==> src/rtl/random_num.sv <==
// random_num: 4-bit pseudo-random index from a free-running 16-bit Galois LFSR.
// Define RANDOM_NUM_WHITEN_EN to XOR-fold all four LFSR nibbles into num.
module random_num #(
   parameter logic [15:0] SEED = 16'hACE1,
   parameter logic [15:0] POLY = 16'hB400
) (
   input  logic        clk,
   input  logic        rst,
   input  logic        en,
   input  logic        seed_load,
   input  logic [15:0] seed_in,
   output logic [3:0]  num,
   output logic        valid
);
   logic [15:0] lfsr;
   logic [15:0] step;
   always_comb begin
      step = {1'b0, lfsr[15:1]} ^ (lfsr[0] ? POLY : 16'h0000);
`ifdef RANDOM_NUM_WHITEN_EN
      num = lfsr[15:12] ^ lfsr[11:8] ^ lfsr[7:4] ^ lfsr[3:0];
`else
      num = lfsr[3:0];
`endif
   end
   // A zero state would lock the LFSR forever, so it is replaced by SEED on any edge.
   always_ff @(posedge clk) begin
      if (rst) begin
         lfsr  <= SEED;
         valid <= 1'b0;
      end else if (seed_load) begin
         lfsr  <= (seed_in != 16'h0000) ? seed_in : SEED;
         valid <= 1'b1;
      end else if (lfsr == 16'h0000) begin
         lfsr  <= SEED;
      end else if (en) begin
         lfsr  <= step;
         valid <= 1'b1;
      end
   end
endmodule

==> config.mk <==
export PLATFORM = sky130hd
export DESIGN_NAME = random_num
export DESIGN_NICKNAME = d
export VERILOG_FILES = /design/src/rtl/random_num.sv
export SDC_FILE = /design/constraint.sdc
export NUM_CORES = 1
export LEC_CHECK = 0
export ABC_AREA = 0
export CORE_UTILIZATION = 46
export CTS_CLUSTER_DIAMETER = 200
export DETAILED_ROUTE_END_ITERATION = 10
export GPL_TIMING_DRIVEN = 0
export PLACE_DENSITY_LB_ADDON = 0.2
export SETUP_SLACK_MARGIN = 0.05
export SLEW_MARGIN = 20
export SYNTH_ARGS = -nofsm -noshare
export SYNTH_HDL_FRONTEND = slang
export SYNTH_SLANG_ARGS = --single-unit
==> constraint.sdc <==
create_clock -name clk -period 2.5 [get_ports clk]
set_input_delay 0.75 -clock clk [delete_from_list [all_inputs] [get_ports clk]]
set_output_delay 0.75 -clock clk [all_outputs]
set_load 0.01 [all_outputs]
==> reports/metrics.csv <==
metric,value,unit
outcome,"complete, no violations",
fillcell total,158,
Max Clock Skew,0.00239,ns
I/O pin cnt,25,
fin nets,150,
Die W,46.9,um
first-pass GRT wire length,3670,um
slew margin rel.,62.7,%
row cnt,15,
Mapped Area,926,um2
share of cells above drive strength 1,11.6,%
Starting DRT DRC Count,29,
wire length on met1,1080,um
syn avg cell area,9.26,um2
CP Max Fanout,4,
total CTS buffers,3,
Tmin final,2.40,ns
post-DR vias/cell,5.88,
Slew @ Worst Pin,0.554,ns
DRC Markers,0,
Ant. Diodes,0,
"Clk pin slew, worst setup/hold paths",0.10,ns
largest area contributor in the netlist,dfxtp_1,
Post-synth top flop,dfxtp_1,
worst setup margin,0.102,ns
initial antenna violation count,0,
Multi-input gate area,505,um2
Max Used Layer,met4,
Initial Utilization,51.4,%
crit share post-route,95.9,%
Buffers on Ports,23,
Flop pwr share,51.3,%
GRT Util Overall,23.4,%
gpl congestion,0.818,
met2 wire length,1140,um
area post-placement,1190,um2
startpoint types,input pin,
die area,2200,um2
post-route cell area,1230,um2
htree depth,1,
Worst setup EP type,flop,
final hold viol count,0,
Initial DRT Pass Iterations,4,
Cell variety after synth,22,
post-detail-place hpwl,1740,um
RSZ-0062 raised after global routing,no,
Ys Warns,0,
root buf cell,clkbuf_4,
max-slew violation count,0,
Gate power share,24.7,%
register area,340,um2
Peak Freq,417,MHz
grt ovf,0,
Post-synth top cells,"dfxtp_1 (17), nand2_1 (12), a211o_1 (8), a2bb2oi_1 (8), o21ai_0 (8)",
internal power,0.000440,W
Post-Syn Instances,100,
total of max-cap violations,0,
Antenna Violating Nets Remaining,0,
Sum Neg Setup Slack,0,ns
TritonCTS Sinks,17,
Die H,46.9,um
startpoint of the worst hold path,valid$_SDFFE_PP0P_,
critical path class,input pin to flop,
Worst Setup SP,seed_in[8],
final wirelength,2340,um
pre-CTS setup slack,-0.245,ns
largest cells by area after synthesis,"dfxtp_1 (37%), a211o_1 (7.6%), a2bb2oi_1 (7.6%), o311a_1 (5.4%), nand2_1 (4.9%)",
"EDFF count, synth",0,
Skew-Pair Late Insertion Delay,0.28,ns
Lkg Pwr,0.502,nW
synthesized net count,120,
PD cells,492,nW/um2
WL met3,94,um
sequential fraction of the synthesis area,36.8,%
Vias,906,
most frequent cell after synthesis,dfxtp_1,
Seq cells post-synth,17,
R2R Path Start,lfsr[0]$_SDFFE_PP1P_,
Critical Path AT,2.63,ns
hold crit path type,flop to flop,
wire per inst,15.2,um
largest net degree at the start of global routing,11,
CTS tree,done,
Clock power frac,24.0,%
worst endpoint required time,2.73,ns
clock buffer depth,2,
area grow syn2layout,32.8,%
CORE AREA,1800,um2
setup violators final,0,
fraction of registers with async set/reset,0,%
vias in the first global route,855,
Switching Fraction,27.4,%
Sw Pwr,0.000166,W
top cell type's share of synthesized area,36.8,%
Max IR drop VDD,0.337,mV
Final Util,68.3,%
==> final timing paths <==
| check | slack [ns] | endpoint | cells after the start |
|---|---|---|---|
| worst max-delay path | 0.10 | lfsr[11]$_SDFFE_PP1P_ | 6 |
| worst min-delay path | 0.49 | valid$_SDFFE_PP0P_ | 1 |
| worst max register to register | 0.51 | lfsr[14]$_SDFFE_PP0P_ | 6 |
| worst min register to register | 0.49 | valid$_SDFFE_PP0P_ | 1 |
==> critical path: stages <==
cell             delay, ns
clkdlybuf4s50_1       0.44
or4_4                 0.56
o41ai_4               0.39
buf_4                 0.20
a2bb2oi_1             0.18
a211o_1               0.12
==> metrics by stage <==
stage                     power, W  cells  hold WS [ns]
final                     0.000606    154         0.488
after global routing      0.000637    154         0.522
after CTS                 0.000603    152         0.495
after detailed placement  0.000462    148         0.472
after global placement    0.000459    148         0.468
after floorplan           0.000398    100         0.455
==> cell type report <==
cell class	instances	share of cell area (%)
Buffer	12	5.09
Clock buffer	4	2.14
Inverter	5	1.53
Multi-Input combinational cell	66	41.1
Sequential cell	17	27.7
Tap cell	25	2.54
Timing Repair Buffer	25	19.9
==> per-layer routing <==
metal  up-vias  global-route usage [%]
met5         -                       0
met4         0                    3.43
met3         6                    4.62
met2        32                    44.4
met1       426                    27.5
li1        442                       -
==> flip-flops by register name (all words and copies together) (netlist names) <==
signal,cells
valid,1
lfsr,16
==> what timing repair did <==
action / CTS / global route
setup buffers: 0 / 2
pin swaps: 1 / 1
hold buffers: 0 / 0
endpoints found under the setup margin: 2 / 8
resized for setup: 0 / 1
==> layout by cell type (no fill, tap or decap), drive strengths merged, types with 5 or more instances in the layout <==
cell type       n
o21ai           8
dfxtp          17
a2bb2oi         8
buf             7
inv             5
clkdlybuf4s50  23
a211o           8
o311a           5
clkbuf         11
nand2          12
==> power by group through the flow <==
stage               Sequential (W)  Combinational [W]  Clock [W]
floorplan                 0.000312          0.0000858          0
global placement          0.000315           0.000143          0
detailed placement        0.000316           0.000146          0
CTS                       0.000310           0.000146   0.000146
global route              0.000313           0.000163   0.000161
finish                    0.000311           0.000149   0.000145
==> logic make-up after synthesis <==
| kind of cell | share of synthesized area [%] |
|---|---|
| simple gates | 12.8 |
| flops | 36.8 |
| buf+inv | 8.65 |
| mux | 4.32 |
| compound gates | 34.6 |
| xor+xnor | 2.84 |
(Power assumes the default switching activity.)
==> variant 1 (same settings) <==
The option `RANDOM_NUM_WHITEN_EN` is turned on by a define.
--- a/src/rtl/random_num.sv
+++ b/src/rtl/random_num.sv
@@ -1,5 +1,7 @@
 // random_num: 4-bit pseudo-random index from a free-running 16-bit Galois LFSR.
 // Define RANDOM_NUM_WHITEN_EN to XOR-fold all four LFSR nibbles into num.
+`define RANDOM_NUM_WHITEN_EN
+
 module random_num #(
    parameter logic [15:0] SEED = 16'hACE1,
    parameter logic [15:0] POLY = 16'hB400
Function: changed (a bounded check fails within 4 cycles, from zero or initial values and one cycle with rst high).
==> variant 1 against the original RTL <==
Critical path depth is 1 lower. Sequential cell count unchanged. Routed wire length up 13%. Total power is 12% higher. Final area grew 7.1%. Worst setup slack lost 0.0064 ns. Count of clock-buffer cells in the layout unchanged. Sequential power is 3% higher. Synthesized area grew 8.2%. Register-to-register slack got worse by 0.02 ns. Utilization shrank 2.5 points. Critical path type unchanged.
==> variant 1: results (changes against the original RTL) <==
[clock_network]
clock_latency_ns=0.30  ; +0.02 ns
post_cts.repair.setup_buffers=1  ; +1
cts_resized=2  ; +2

[finish]
design_area_sq_um=1318  ; +7.1%
fillers=182  ; +15%
seq_area_sq_um=342.8  ; +0.74%
nNonClkBuffers=30  ; -19%
multi_input_area_sq_um=629.4  ; +25%
inv_count=2  ; -3
drive_above_1_share_pct=11.56  ; -0.063 points
final-clk-cell-share_pct=1.994  ; -0.14 points

[power]
ir_worst_vdd_mv=0.3017  ; -10%
power.share.clock_pct=22.3  ; -1.7 points
power_mw=0.6783  ; +12%
pg_comb_mw=0.206  ; +38%
swShare_pct=30.78  ; +3.4 points
p_leak_nw=0.5237  ; +4.4%

[yosys]
muxShareOfSynthArea_pct=1.998  ; -2.3 points
ys_top_cells_by_count=dfxtp_1, a21oi_1, nor3_1
seq_area_frac_synth_pct=33.96  ; -2.8 points
synth_top_cell_area_share_pct=33.96  ; -2.8 points
synth_compound_area_share_pct=28.46  ; -6.1 points
avgSynthCellArea_sq_um=8.352  ; -9.8%
synthXorXnorAreaFrac_pct=13.11  ; +10 points
synth_cell_type_count=26  ; +18%

[timing]
fin_crit_ns=2.404  ; +0.006378 ns
max_slew_margin_pct=43.56  ; -19 points
hold_slack_ns=0.5051  ; +0.01686 ns

[outcome]
status=finished, final reports clean

[hold_path]
hold_depth=2  ; +1

[global_routing]
grt_pass1_vias=1022  ; +20%
met1_usage_pct=33.27  ; +5.8 points
grt_pass1_wl_um=4581  ; +25%
met3_usage_pct=3.145  ; -1.5 points
use_met2_pct=40.51  ; -3.9 points

[routing]
wl_met3_um=198  ; +110%
wl_met2_um=1244  ; +9.4%
wl_per_cell_um=15.22  ; about the same
drt-initial-drc-count=32  ; +10%
wl_met1_um=1163  ; +8.1%
via_per_inst=6.046  ; +2.8%

[placed_design]
place.gp.congestion=0.8843  ; +8.1%
hpwl_um=1950  ; +12%
port_buffers=22  ; -4.3%
preCtsSetupSlack_ns=-0.3034  ; -0.05825 ns

[setup_path]
crit_fanout=5  ; +1
worstRegToRegCells=5  ; -1
r2r_end=lfsr[4]$_SDFFE_PP0P_
r2r_slack_ns=0.49  ; -0.02 ns
r2r_start=lfsr[0]$_SDFFE_PP1P_
worstPathArrival_ns=2.58  ; -0.05 ns

==> variant 1: changes by cell type in the layout (fill, tap and decap cells not counted), sizes merged, moves of 5 or more <==
cell	change
nand2	-7
a211o	-8
a211oi	+5
nor3	+12
a2bb2oi	-8
nor2	+8
xnor2	+9
clkdlybuf4s50	-7
o311a	-5
a21oi	+16
dlymetal6s2s	+6
==> variant 1: critical path, cell delays in order <==
cell	delay (ns)
clkdlybuf4s50_1	0.44
or4_4	0.55
o41a_1	0.50
a221oi_2	0.27
nor3_1	0.07
==> variant 1: worst max-delay path by stage <==
stage	cells past startpoint	to	from
floorplan	4	lfsr[3]$_SDFFE_PP0P_	seed_in[3]
global placement	5	lfsr[3]$_SDFFE_PP0P_	seed_in[3]
detailed placement	5	lfsr[4]$_SDFFE_PP0P_	seed_in[3]
CTS	4	num[0]	lfsr[0]$_SDFFE_PP1P_
global route	3	num[3]	lfsr[3]$_SDFFE_PP0P_
finish	5	lfsr[4]$_SDFFE_PP0P_	seed_in[4]
==> variant 2 (config.mk and constraints unchanged) <==
Without the edit above. Register the output `valid` once more, without a reset; this adds one clock of latency there. The other outputs are not delayed to match.
--- a/src/rtl/random_num.sv
+++ b/src/rtl/random_num.sv
@@ -12,6 +12,8 @@
    output logic [3:0]  num,
    output logic        valid
 );
+
+   logic valid_s0;
    logic [15:0] lfsr;
    logic [15:0] step;
    always_comb begin
@@ -26,16 +28,20 @@
    always_ff @(posedge clk) begin
       if (rst) begin
          lfsr  <= SEED;
-         valid <= 1'b0;
+         valid_s0 <= 1'b0;
       end else if (seed_load) begin
          lfsr  <= (seed_in != 16'h0000) ? seed_in : SEED;
-         valid <= 1'b1;
+         valid_s0 <= 1'b1;
       end else if (lfsr == 16'h0000) begin
          lfsr  <= SEED;
       end else if (en) begin
          lfsr  <= step;
-         valid <= 1'b1;
+         valid_s0 <= 1'b1;
       end
    end
+   always_ff @(posedge clk) begin
+      valid <= valid_s0;
+   end
+
 endmodule
 
Formal check against the unedited RTL: not equivalent (Yosys sat finds a counterexample within 4 cycles, from zero or initial values and one cycle with rst high).
==> variant 2 against the original RTL <==
Routed wire length increased by 5.2%. Utilization decreased by 3.3 points. Clock skew about the same. Worst setup slack improved by 0.0091 ns. Sequential cell count increased by 1. Final area increased by 2.6%. Count of clock-buffer cells in the layout unchanged. Synthesized cell count increased by 1.0%. Synthesized area increased by 2.2%. Final cell count increased by 1.9%. Total power increased by 8.5%. Critical endpoint is now lfsr[13]$_SDFFE_PP1P_. Largest power group unchanged.
==> variant 2: results (changes against the original RTL) <==
[finish]
n_sequential_cell=18  ; +1
fillers=157  ; -0.63%
seq_area_share_pct=28.54  ; +0.87 points
final-clk-cell-share_pct=2.874  ; +0.74 points
fin_nets=151  ; +0.67%
drive_above_1_share_pct=12.31  ; +0.68 points
multi_input_area_share_pct=40.04  ; -1.1 points
top_regs=lfsr (16), valid (1), valid_s0 (1)

[power]
swShare_pct=26.47  ; -0.93 points
switchingPower_mw=0.1740  ; +4.8%
p_leak_nw=0.5160  ; +2.9%
pg_clk_mw=0.179  ; +23%
ir_worst_vdd_mv=0.3448  ; +2.5%

[global_routing]
grt_usage_pct=24.39  ; +1.0 points
met1_usage_pct=30.86  ; +3.4 points
met3_usage_pct=6.154  ; +1.5 points

[clock_network]
post_cts.repair.setup_buffers=2  ; +2

[routing]
wl_met2_um=1217  ; +7.0%
wl_per_cell_um=15.70  ; +3.2%
wl_met1_um=1064  ; -1.1%
via_per_inst=6.045  ; +2.7%
drt-initial-drc-count=46  ; +59%
wl_met3_um=148  ; +57%

[timing]
max_slew_margin_pct=59.16  ; -3.6 points

[yosys]
ys_top_cells_by_count=dfxtp_1, nand2_1, a211o_1, a2bb2oi_1, o21ai_0
synthesis.nets=121  ; +0.83%
seq_area_frac_synth_pct=38.10  ; +1.3 points
yosys-top-cells-area=dfxtp_1, a211o_1, a2bb2oi_1, o311a_1, nand2_1

[placed_design]
post_dp_cell_area_sq_um=1210  ; +1.9%
hpwl_um=1708  ; -2.0%
preCtsSetupSlack_ns=-0.2717  ; -0.02661 ns

[hold_path]
hold_depth=0  ; -1

[outcome]
status=finished, final reports clean

variant 2: cells by family after synthesis:
| family | after synthesis | synth area share (%) |
|---|---|---|
| compound gates | 37 | 33.86 |
| mux | 4 | 4.233 |
| buf+inv | 17 | 8.465 |
| simple gates | 22 | 12.57 |
| flops | 18 | 38.10 |
| xor+xnor | 3 | 2.778 |
variant 2: path summary, 6_finish.rpt:
| path | startpoint | endpoint | slack [ns] |
|---|---|---|---|
| max reg2reg | lfsr[0]$_SDFFE_PP1P_ | lfsr[8]$_SDFFE_PP0P_ | 0.47 |
| min reg2reg | valid_s0$_SDFFE_PP0P_ | valid$_DFF_P_ | 0.36 |
| max | seed_in[8] | lfsr[13]$_SDFFE_PP1P_ | 0.11 |
| min | valid_s0$_SDFFE_PP0P_ | valid$_DFF_P_ | 0.36 |
variant 2: worst max-delay path, stage by stage:
cell,delay (ns)
clkdlybuf4s50_1,0.44
or4_4,0.56
o41ai_4,0.41
buf_4,0.20
a2bb2oi_1,0.16
a211o_1,0.11
